$ cat src/rtl/apb_rr_master_if.sv
// APB bus bundle between apb_rr_master and the downstream APB slave decoder.
interface apb_rr_master_if;
    logic [31:0] m_apb_paddr;
    logic        m_apb_psel;
    logic        m_apb_penable;
    logic        m_apb_pwrite;
    logic [31:0] m_apb_pwdata;
    logic [3:0]  m_apb_pstrb;
    logic [2:0]  m_apb_pprot;
    logic        m_apb_pready;
    logic [31:0] m_apb_prdata;
    logic        m_apb_pslverr;

    modport master (
        output m_apb_paddr, m_apb_psel, m_apb_penable, m_apb_pwrite,
               m_apb_pwdata, m_apb_pstrb, m_apb_pprot,
        input  m_apb_pready, m_apb_prdata, m_apb_pslverr
    );

    modport slave (
        input  m_apb_paddr, m_apb_psel, m_apb_penable, m_apb_pwrite,
               m_apb_pwdata, m_apb_pstrb, m_apb_pprot,
        output m_apb_pready, m_apb_prdata, m_apb_pslverr
    );
endinterface

$ cat src/rtl/apb_rr_master.sv
// Round-robin arbitrated APB master shared by NUM_REQ on-chip requesters.
// Define APB_RR_TIMEOUT_EN to abort ACCESS phases that exceed TIMEOUT cycles.
module apb_rr_master #(
    parameter int NUM_REQ = 2,
    parameter int TIMEOUT = 16,
    parameter int IDX_W   = (NUM_REQ > 1) ? $clog2(NUM_REQ) : 1
) (
    input  logic                   s_axi_clk,
    input  logic                   s_axi_aresetn,
    input  logic [NUM_REQ-1:0]     req_valid,
    output logic [NUM_REQ-1:0]     req_ready,
    input  logic [NUM_REQ-1:0]     req_write,
    input  logic [NUM_REQ*32-1:0]  req_addr,
    input  logic [NUM_REQ*32-1:0]  req_wdata,
    input  logic [NUM_REQ*4-1:0]   req_strb,
    output logic [NUM_REQ-1:0]     rsp_valid,
    output logic [31:0]            rsp_rdata,
    output logic                   rsp_err,
    output logic [IDX_W-1:0]       grant_idx,
    apb_rr_master_if.master        m_apb
);

    if (NUM_REQ < 1 || NUM_REQ > 16 || TIMEOUT < 1) begin : g_bad_param
        $error("apb_rr_master: NUM_REQ must be 1..16 and TIMEOUT >= 1");
    end

    typedef enum logic [1:0] {IDLE, SETUP, ACCESS} state_e;

    state_e               state_q, state_d;
    logic [IDX_W-1:0]     ptr_q, ptr_d;
    logic [IDX_W-1:0]     grant_q, grant_d;
    logic [31:0]          paddr_q, paddr_d;
    logic [31:0]          pwdata_q, pwdata_d;
    logic                 pwrite_q, pwrite_d;
    logic [3:0]           pstrb_q, pstrb_d;
    logic                 psel_q, psel_d;
    logic                 penable_q, penable_d;
    logic [NUM_REQ-1:0]   rsp_valid_q, rsp_valid_d;
    logic [31:0]          rsp_rdata_q, rsp_rdata_d;
    logic                 rsp_err_q, rsp_err_d;
    logic [NUM_REQ-1:0]   ready_c;
    logic                 found;
    logic [IDX_W-1:0]     win;
    logic [IDX_W-1:0]     cand;

`ifdef APB_RR_TIMEOUT_EN
    localparam int               CNT_W   = $clog2(TIMEOUT + 1);
    localparam logic [CNT_W-1:0] TO_LAST = CNT_W'(TIMEOUT - 1);
    logic [CNT_W-1:0]            cnt_q, cnt_d;
`endif

    function automatic logic [IDX_W-1:0] wrap_idx(input int v);
        return IDX_W'(v % NUM_REQ);
    endfunction

    // Scan upward from ptr with wrap; the first asserted request wins.
    always_comb begin
        found = 1'b0;
        win   = ptr_q;
        cand  = ptr_q;
        for (int i = 0; i < NUM_REQ; i++) begin
            cand = wrap_idx(int'(ptr_q) + i);
            if (!found && req_valid[cand]) begin
                found = 1'b1;
                win   = cand;
            end
        end
    end

    always_comb begin
        state_d     = state_q;
        ptr_d       = ptr_q;
        grant_d     = grant_q;
        paddr_d     = paddr_q;
        pwdata_d    = pwdata_q;
        pwrite_d    = pwrite_q;
        pstrb_d     = pstrb_q;
        psel_d      = psel_q;
        penable_d   = penable_q;
        rsp_valid_d = '0;
        rsp_rdata_d = rsp_rdata_q;
        rsp_err_d   = rsp_err_q;
        ready_c     = '0;
`ifdef APB_RR_TIMEOUT_EN
        cnt_d       = cnt_q;
`endif
        unique case (state_q)
            IDLE: begin
                if (found) begin
                    ready_c[win] = 1'b1;
                    grant_d      = win;
                    paddr_d      = req_addr[{win, 5'b00000} +: 32];
                    pwdata_d     = req_wdata[{win, 5'b00000} +: 32];
                    pwrite_d     = req_write[win];
                    pstrb_d      = req_write[win] ? req_strb[{win, 2'b00} +: 4] : 4'h0;
                    psel_d       = 1'b1;
                    penable_d    = 1'b0;
                    state_d      = SETUP;
                end
            end
            SETUP: begin
                penable_d = 1'b1;
                state_d   = ACCESS;
`ifdef APB_RR_TIMEOUT_EN
                cnt_d     = '0;
`endif
            end
            ACCESS: begin
                if (m_apb.m_apb_pready) begin
                    psel_d               = 1'b0;
                    penable_d            = 1'b0;
                    rsp_rdata_d          = pwrite_q ? 32'h0 : m_apb.m_apb_prdata;
                    rsp_err_d            = m_apb.m_apb_pslverr;
                    rsp_valid_d[grant_q] = 1'b1;
                    ptr_d                = wrap_idx(int'(grant_q) + 1);
                    state_d              = IDLE;
                end
`ifdef APB_RR_TIMEOUT_EN
                // Last allowed ACCESS cycle without pready: abort as an error.
                else if (cnt_q == TO_LAST) begin
                    psel_d               = 1'b0;
                    penable_d            = 1'b0;
                    rsp_rdata_d          = 32'h0;
                    rsp_err_d            = 1'b1;
                    rsp_valid_d[grant_q] = 1'b1;
                    ptr_d                = wrap_idx(int'(grant_q) + 1);
                    state_d              = IDLE;
                end else begin
                    cnt_d = cnt_q + 1'b1;
                end
`endif
            end
            default: state_d = IDLE;
        endcase
    end

    always_ff @(posedge s_axi_clk or negedge s_axi_aresetn) begin
        if (!s_axi_aresetn) begin
            state_q     <= IDLE;
            ptr_q       <= '0;
            grant_q     <= '0;
            paddr_q     <= '0;
            pwdata_q    <= '0;
            pwrite_q    <= 1'b0;
            pstrb_q     <= '0;
            psel_q      <= 1'b0;
            penable_q   <= 1'b0;
            rsp_valid_q <= '0;
            rsp_rdata_q <= '0;
            rsp_err_q   <= 1'b0;
`ifdef APB_RR_TIMEOUT_EN
            cnt_q       <= '0;
`endif
        end else begin
            state_q     <= state_d;
            ptr_q       <= ptr_d;
            grant_q     <= grant_d;
            paddr_q     <= paddr_d;
            pwdata_q    <= pwdata_d;
            pwrite_q    <= pwrite_d;
            pstrb_q     <= pstrb_d;
            psel_q      <= psel_d;
            penable_q   <= penable_d;
            rsp_valid_q <= rsp_valid_d;
            rsp_rdata_q <= rsp_rdata_d;
            rsp_err_q   <= rsp_err_d;
`ifdef APB_RR_TIMEOUT_EN
            cnt_q       <= cnt_d;
`endif
        end
    end

    // The accept strobe is combinational, so keep it quiet while reset is held.
    assign req_ready           = ready_c & {NUM_REQ{s_axi_aresetn}};
    assign rsp_valid           = rsp_valid_q;
    assign rsp_rdata           = rsp_rdata_q;
    assign rsp_err             = rsp_err_q;
    assign grant_idx           = grant_q;
    assign m_apb.m_apb_paddr   = paddr_q;
    assign m_apb.m_apb_psel    = psel_q;
    assign m_apb.m_apb_penable = penable_q;
    assign m_apb.m_apb_pwrite  = pwrite_q;
    assign m_apb.m_apb_pwdata  = pwdata_q;
    assign m_apb.m_apb_pstrb   = pstrb_q;
    assign m_apb.m_apb_pprot   = 3'b000;

endmodule

$ cat src/flat_wrapper.sv
// flat-port wrapper written by rule: the top's interface ports become plain ports
module apb_rr_master_flat 
#(
    parameter int NUM_REQ = 2,
    parameter int TIMEOUT = 16,
    parameter int IDX_W   = (NUM_REQ > 1) ? $clog2(NUM_REQ) : 1
)
  (s_axi_clk, s_axi_aresetn, req_valid, req_ready, req_write, req_addr, req_wdata, req_strb, rsp_valid, rsp_rdata, rsp_err, grant_idx, m_apb_m_apb_paddr, m_apb_m_apb_psel, m_apb_m_apb_penable, m_apb_m_apb_pwrite, m_apb_m_apb_pwdata, m_apb_m_apb_pstrb, m_apb_m_apb_pprot, m_apb_m_apb_pready, m_apb_m_apb_prdata, m_apb_m_apb_pslverr);
  apb_rr_master_if m_apb_i ();
  input  logic s_axi_clk;
  input  logic s_axi_aresetn;
  input  logic [NUM_REQ-1:0] req_valid;
  output logic [NUM_REQ-1:0] req_ready;
  input  logic [NUM_REQ-1:0] req_write;
  input  logic [NUM_REQ*32-1:0] req_addr;
  input  logic [NUM_REQ*32-1:0] req_wdata;
  input  logic [NUM_REQ*4-1:0] req_strb;
  output logic [NUM_REQ-1:0] rsp_valid;
  output logic [31:0] rsp_rdata;
  output logic rsp_err;
  output logic [IDX_W-1:0] grant_idx;
  output wire logic [$bits(m_apb_i.m_apb_paddr)-1:0] m_apb_m_apb_paddr;
  output wire logic [$bits(m_apb_i.m_apb_psel)-1:0] m_apb_m_apb_psel;
  output wire logic [$bits(m_apb_i.m_apb_penable)-1:0] m_apb_m_apb_penable;
  output wire logic [$bits(m_apb_i.m_apb_pwrite)-1:0] m_apb_m_apb_pwrite;
  output wire logic [$bits(m_apb_i.m_apb_pwdata)-1:0] m_apb_m_apb_pwdata;
  output wire logic [$bits(m_apb_i.m_apb_pstrb)-1:0] m_apb_m_apb_pstrb;
  output wire logic [$bits(m_apb_i.m_apb_pprot)-1:0] m_apb_m_apb_pprot;
  input wire logic [$bits(m_apb_i.m_apb_pready)-1:0] m_apb_m_apb_pready;
  input wire logic [$bits(m_apb_i.m_apb_prdata)-1:0] m_apb_m_apb_prdata;
  input wire logic [$bits(m_apb_i.m_apb_pslverr)-1:0] m_apb_m_apb_pslverr;
  assign m_apb_m_apb_paddr = m_apb_i.m_apb_paddr;
  assign m_apb_m_apb_psel = m_apb_i.m_apb_psel;
  assign m_apb_m_apb_penable = m_apb_i.m_apb_penable;
  assign m_apb_m_apb_pwrite = m_apb_i.m_apb_pwrite;
  assign m_apb_m_apb_pwdata = m_apb_i.m_apb_pwdata;
  assign m_apb_m_apb_pstrb = m_apb_i.m_apb_pstrb;
  assign m_apb_m_apb_pprot = m_apb_i.m_apb_pprot;
  assign m_apb_i.m_apb_pready = m_apb_m_apb_pready;
  assign m_apb_i.m_apb_prdata = m_apb_m_apb_prdata;
  assign m_apb_i.m_apb_pslverr = m_apb_m_apb_pslverr;
  apb_rr_master #(.NUM_REQ(NUM_REQ), .TIMEOUT(TIMEOUT), .IDX_W(IDX_W)) u_core (.s_axi_clk(s_axi_clk), .s_axi_aresetn(s_axi_aresetn), .req_valid(req_valid), .req_ready(req_ready), .req_write(req_write), .req_addr(req_addr), .req_wdata(req_wdata), .req_strb(req_strb), .rsp_valid(rsp_valid), .rsp_rdata(rsp_rdata), .rsp_err(rsp_err), .grant_idx(grant_idx), .m_apb(m_apb_i));
endmodule
$ cat config.mk
export PLATFORM = sky130hd
export DESIGN_NAME = apb_rr_master_flat
export DESIGN_NICKNAME = d
export VERILOG_FILES = /design/src/rtl/apb_rr_master_if.sv /design/src/rtl/apb_rr_master.sv /design/src/flat_wrapper.sv
export SDC_FILE = /design/constraint.sdc
export NUM_CORES = 1
export LEC_CHECK = 0
export CAP_MARGIN = 0
export CORE_UTILIZATION = 34
export DETAILED_ROUTE_END_ITERATION = 6
export PLACE_DENSITY_LB_ADDON = 0.08
export SLEW_MARGIN = 20
export SYNTH_ARGS = -nofsm -noshare
export SYNTH_HDL_FRONTEND = slang
export SYNTH_SLANG_ARGS = --single-unit
export TNS_END_PERCENT = 100
$ cat constraint.sdc
create_clock -name s_axi_clk -period 1.5 [get_ports s_axi_clk]
set_input_delay 0.3 -clock s_axi_clk [delete_from_list [all_inputs] [get_ports s_axi_clk]]
set_output_delay 0.3 -clock s_axi_clk [all_outputs]
set_load 0.01 [all_outputs]
==> impl_results.md <==
* Run status: finished with violations
* Violations in the final reports: setup timing
* Number of slew-limit violations in the final report at 0
* Share of the clock period used by the worst path after layout at 1.114
* Sequential group share of total power at 0.344
* Internal power component at 9.587 mW
* Arrival time of the worst setup path at 1.37 ns
* Yosys warning count at 0
* List of most frequent post-synthesis cells: 110 x dfrtp_1, 64 x a221o_1, 52 x a21boi_0, 39 x o21ai_0, 36 x nand2_1
* Critical path start-end classification: reg2out
* Final setup violating endpoints at 66
* Crit path time final at between 1.5 and 2 ns
* Fmax at 598.6 MHz
* Via count at roughly 4,500
* Global-route wire length before repair at 25,130 um
* Total negative slack at -2.373 ns
* Clock power share at 0.166
* Via count of the first global-routing pass at approximately 4,700
* Most used flip-flop cell after synthesis: dfrtp_1
* Final HPWL DP at around 11,000 um
* Startpoint types: flip-flop
* Worst-path clk slew at around 0.07 ns
* Overall track demand over capacity in global routing at 0.2261
* Longest individual stage delay on the worst path at around 0.4 ns
* EDFF count, synth at 0
* # Max-Cap Violations at 0
* Routability cong. at 0.7739
* Clock network latency to the later pin of the worst-skew pair at around 0.35 ns
* DP Cell Count at 874
* Share of the synthesized area in the top cell type at 0.5674
* Initial Utilization at 0.3495
* Post-synthesis cell type with the largest combined area: dfrtp_1
* Core occupancy in the finished layout at 0.5958
* Number of antenna cells inserted at 0
* Post-synthesis cell type count at 27
* Count of mapped cells out of synthesis at 424
* Die extent in y at 121.4 um
* Power density over cell area at roughly 1800 mW/mm^2
* Hold crit path type: in2async
* Count of state elements after synthesis at between 100 and 150
* Number of fill cells at between 1,000 and 1,500
* Number of nets in the finished design at 887
* Total cell area at the placement stage at approximately 0.0079 mm^2
* Cell with the biggest individual delay on the critical path: dfrtp_1
* Count of pins on the block boundary at 288
* Number of design rule violations left after detail routing at 0
* Number of placement rows at 43
* Global route total overflow at 0
* Clock tree from TritonCTS: yes
* Critical path buffers and inverters at 1
* Pre-CTS setup slack at -0.5939 ns
* Storage element area at 0.002753 mm^2
* CTS H-Tree Depth at 3
* Worst-case headroom to the max-slew limit at 0.5617
* Share of total power in combinational logic at 0.490
* RSZ-0062 raised after global routing: true
* Clk sink count at between 100 and 150
* Kind of cell adding the most delay to the critical path: simple AND/OR/NAND/NOR gates
* Largest driver fanout on the critical path at 4
* Switching part of the total at 0.3521
* Leakage dissipation at about 3.8 nW
* Maximum number of pins on one net before global-route repair at between 100 and 150
* Iteration count of the initial detailed-routing pass at 5
* Root buffer selected by CTS: clkbuf_16
* Cell Area, Synth at 0.004851 mm^2
* Peak ir drop on the vdd network at 0.0008041 V
* Multi-input logic area at 0.001862 mm^2
* Average wire per standard cell at 18.43 um
* Average footprint of a synthesized cell at 11.44 um^2
* Remaining number of nets flagged by the antenna check after routing at 0
* FFs w/ async S/R, synth at 1.000
* Final Routed Wirelength at 16,520 um
* Final count of hold timing violations at 0
* Critical path required time at roughly 1.2 ns
* Most used standard cell by instance count after synthesis: dfrtp_1
* Filler-free cell count of the finished design at around 900
* Total net switching power at 5.210 mW
* Transition time at the pin with the least slew margin at between 0.6 and 0.7 ns
* Worst-path cell chain: nor2_4, and3_4, and2_4, buf_6
* Maximum count of clock buffers along a single path at 2
* Leading cell types by total area after synthesis: dfrtp_1 57%, a221o_1 13%, a21boi_0 8.0%, nand2b_1 4.3%, o21ai_0 4.0%
* Die footprint at 0.01475 mm^2
* Core region area at 0.01388 mm^2
* Number of antenna violations at the first check in global routing at 0
* Synth-to-layout area growth at 70.49%
* Fraction of final layout cells with drive strength greater than 1 at 0.08101
* DR vias/cell at a little over 5
* Post-route cell area at roughly 0.0083 mm^2
* Clock Skews at 0.01064 ns
* Die W at between 100 and 150 um
* Initial DRC count at 231
* Count of buffers from port buffering at 284
* Fraction of the yosys area taken by sequential cells at 0.5674
* Final setup margin at -0.1707 ns
* TritonCTS buffer count at 9
* Nature of the critical path endpoint: primary output
==> through the flow <==
stage                     hold WS [ns]  power [mW]
after detailed placement        0.1293       13.07
after global routing            0.1329       15.83
after global placement          0.1264       12.89
after floorplan               0.004409       8.825
final                          0.04159       14.80
after CTS                       0.1272       14.90
==> placed cells by master, fill, tap and decap left out <==
cell	instances
clkdlybuf4s50_1	172
dfrtp_1	110
dlygate4sd2_1	109
a221o_1	64
a21boi_0	52
o21ai_0	39
nand2_1	36
nand2b_1	32
buf_4	20
a21boi_1	12
inv_1	11
clkbuf_16	9
buf_12	7
nor2_1	4
o221ai_1	4
conb_1	3
clkbuf_8	3
clkinv_2	3
and3_4	2
and2_4	2
or2_2	2
a21oi_1	2
mux2_2	2
nand4_1	2
buf_6	2
nor2_4	1
nand3b_1	1
nand2b_4	1
a21o_1	1
nor2b_1	1
nand3_1	1
clkbuf_1	1
bufinv_16	1
buf_16	1
bufbuf_16	1
dlygate4sd3_1	1
buf_8	1
==> power groups by stage <==
stage | logic (mW) | clock network [mW] | registers [mW]
final | 7.25 | 2.45 | 5.10
after global routing | 7.87 | 2.68 | 5.27
after CTS | 7.27 | 2.51 | 5.11
after detailed placement | 7.89 | 0 | 5.18
after global placement | 7.70 | 0 | 5.18
after floorplan | 3.04 | 0 | 5.78
==> registers in the layout, summed over array words and instances (netlist names) <==
signal / cells
u_core.state_q: 2
u_core.m_apb.m_apb_paddr: 32
u_core.m_apb.m_apb_pstrb: 4
u_core.m_apb.m_apb_pwrite: 1
u_core.rsp_err: 1
u_core.m_apb.m_apb_pwdata: 32
u_core.ptr_q: 1
u_core.grant_idx: 1
u_core.m_apb.m_apb_penable: 1
u_core.rsp_valid: 2
u_core.rsp_rdata: 32
u_core.m_apb.m_apb_psel: 1
==> repair_timing <==
item	in CTS	in global routing
endpoints found under the setup margin	179	74
hold endpoints to repair	2	0
gates resized for setup	130	6
pin swaps	2	4
gates cloned	2	0
setup buffers	4	0
hold buffers	1	0
==> metal layers <==
metal,up-vias,GRT usage,part of all wire
met2,205,0.3704,0.48
met5,-,0,0
li1,2131,-,-
met1,2186,0.2861,0.43
met4,0,0.08102,0.018
met3,18,0.05874,0.078
==> final timing paths <==
kind | from | to | slack, ns | cells after the start
worst min register to register | u_core.rsp_rdata[24]$_DFFE_PN0P_ | u_core.rsp_rdata[24]$_DFFE_PN0P_ | 0.47 | 2
max in group asynchronous | s_axi_aresetn | u_core.rsp_rdata[7]$_DFFE_PN0P_ | 0.90 | 2
worst max-delay path | u_core.state_q[0]$_DFFE_PN0P_ | req_ready[0] | -0.17 | 4
worst max register to register | u_core.ptr_q$_DFFE_PN0P_ | u_core.m_apb.m_apb_paddr[4]$_DFFE_PN0P_ | -0.12 | 5
worst min-delay path | s_axi_aresetn | u_core.rsp_rdata[25]$_DFFE_PN0P_ | 0.04 | 2
min in group s_axi_clk | u_core.rsp_rdata[24]$_DFFE_PN0P_ | u_core.rsp_rdata[24]$_DFFE_PN0P_ | 0.47 | 2
==> worst reg2reg max path, delay by kind of cell, from the launching register on <==
kind                   cells  cell delay [ns]
and+or+nand+nor            2             0.34
AOI/OAI and AO/OA          1             0.29
DFF                        1             0.41
buffers and inverters      2             0.47
==> area by class of cell <==
class / instances / area share
multi-input combinational: 264 / 0.2251
timing repair buffer: 315 / 0.3734
tap: 180 / 0.02723
sequential: 110 / 0.3328
inverter: 11 / 0.004992
clock buffer: 12 / 0.03101
clock inverter: 4 / 0.005446
==> kinds of logic (layout without fill, tap and decap cells) <==
| logic type | count (synthesis) | in the layout | synth area share |
|---|---|---|---|
| DFF | 110 | 110 | 0.5674 |
| AOI/OAI and AO/OA | 174 | 174 | 0.2822 |
| and+or+nand+nor | 85 | 85 | 0.09002 |
| muxes | 2 | 2 | 0.004642 |
| buffers and inverters | 52 | 342 | 0.05494 |
| other | 1 | 3 | 0.0007731 |
Power figures use the tool's default switching activity.
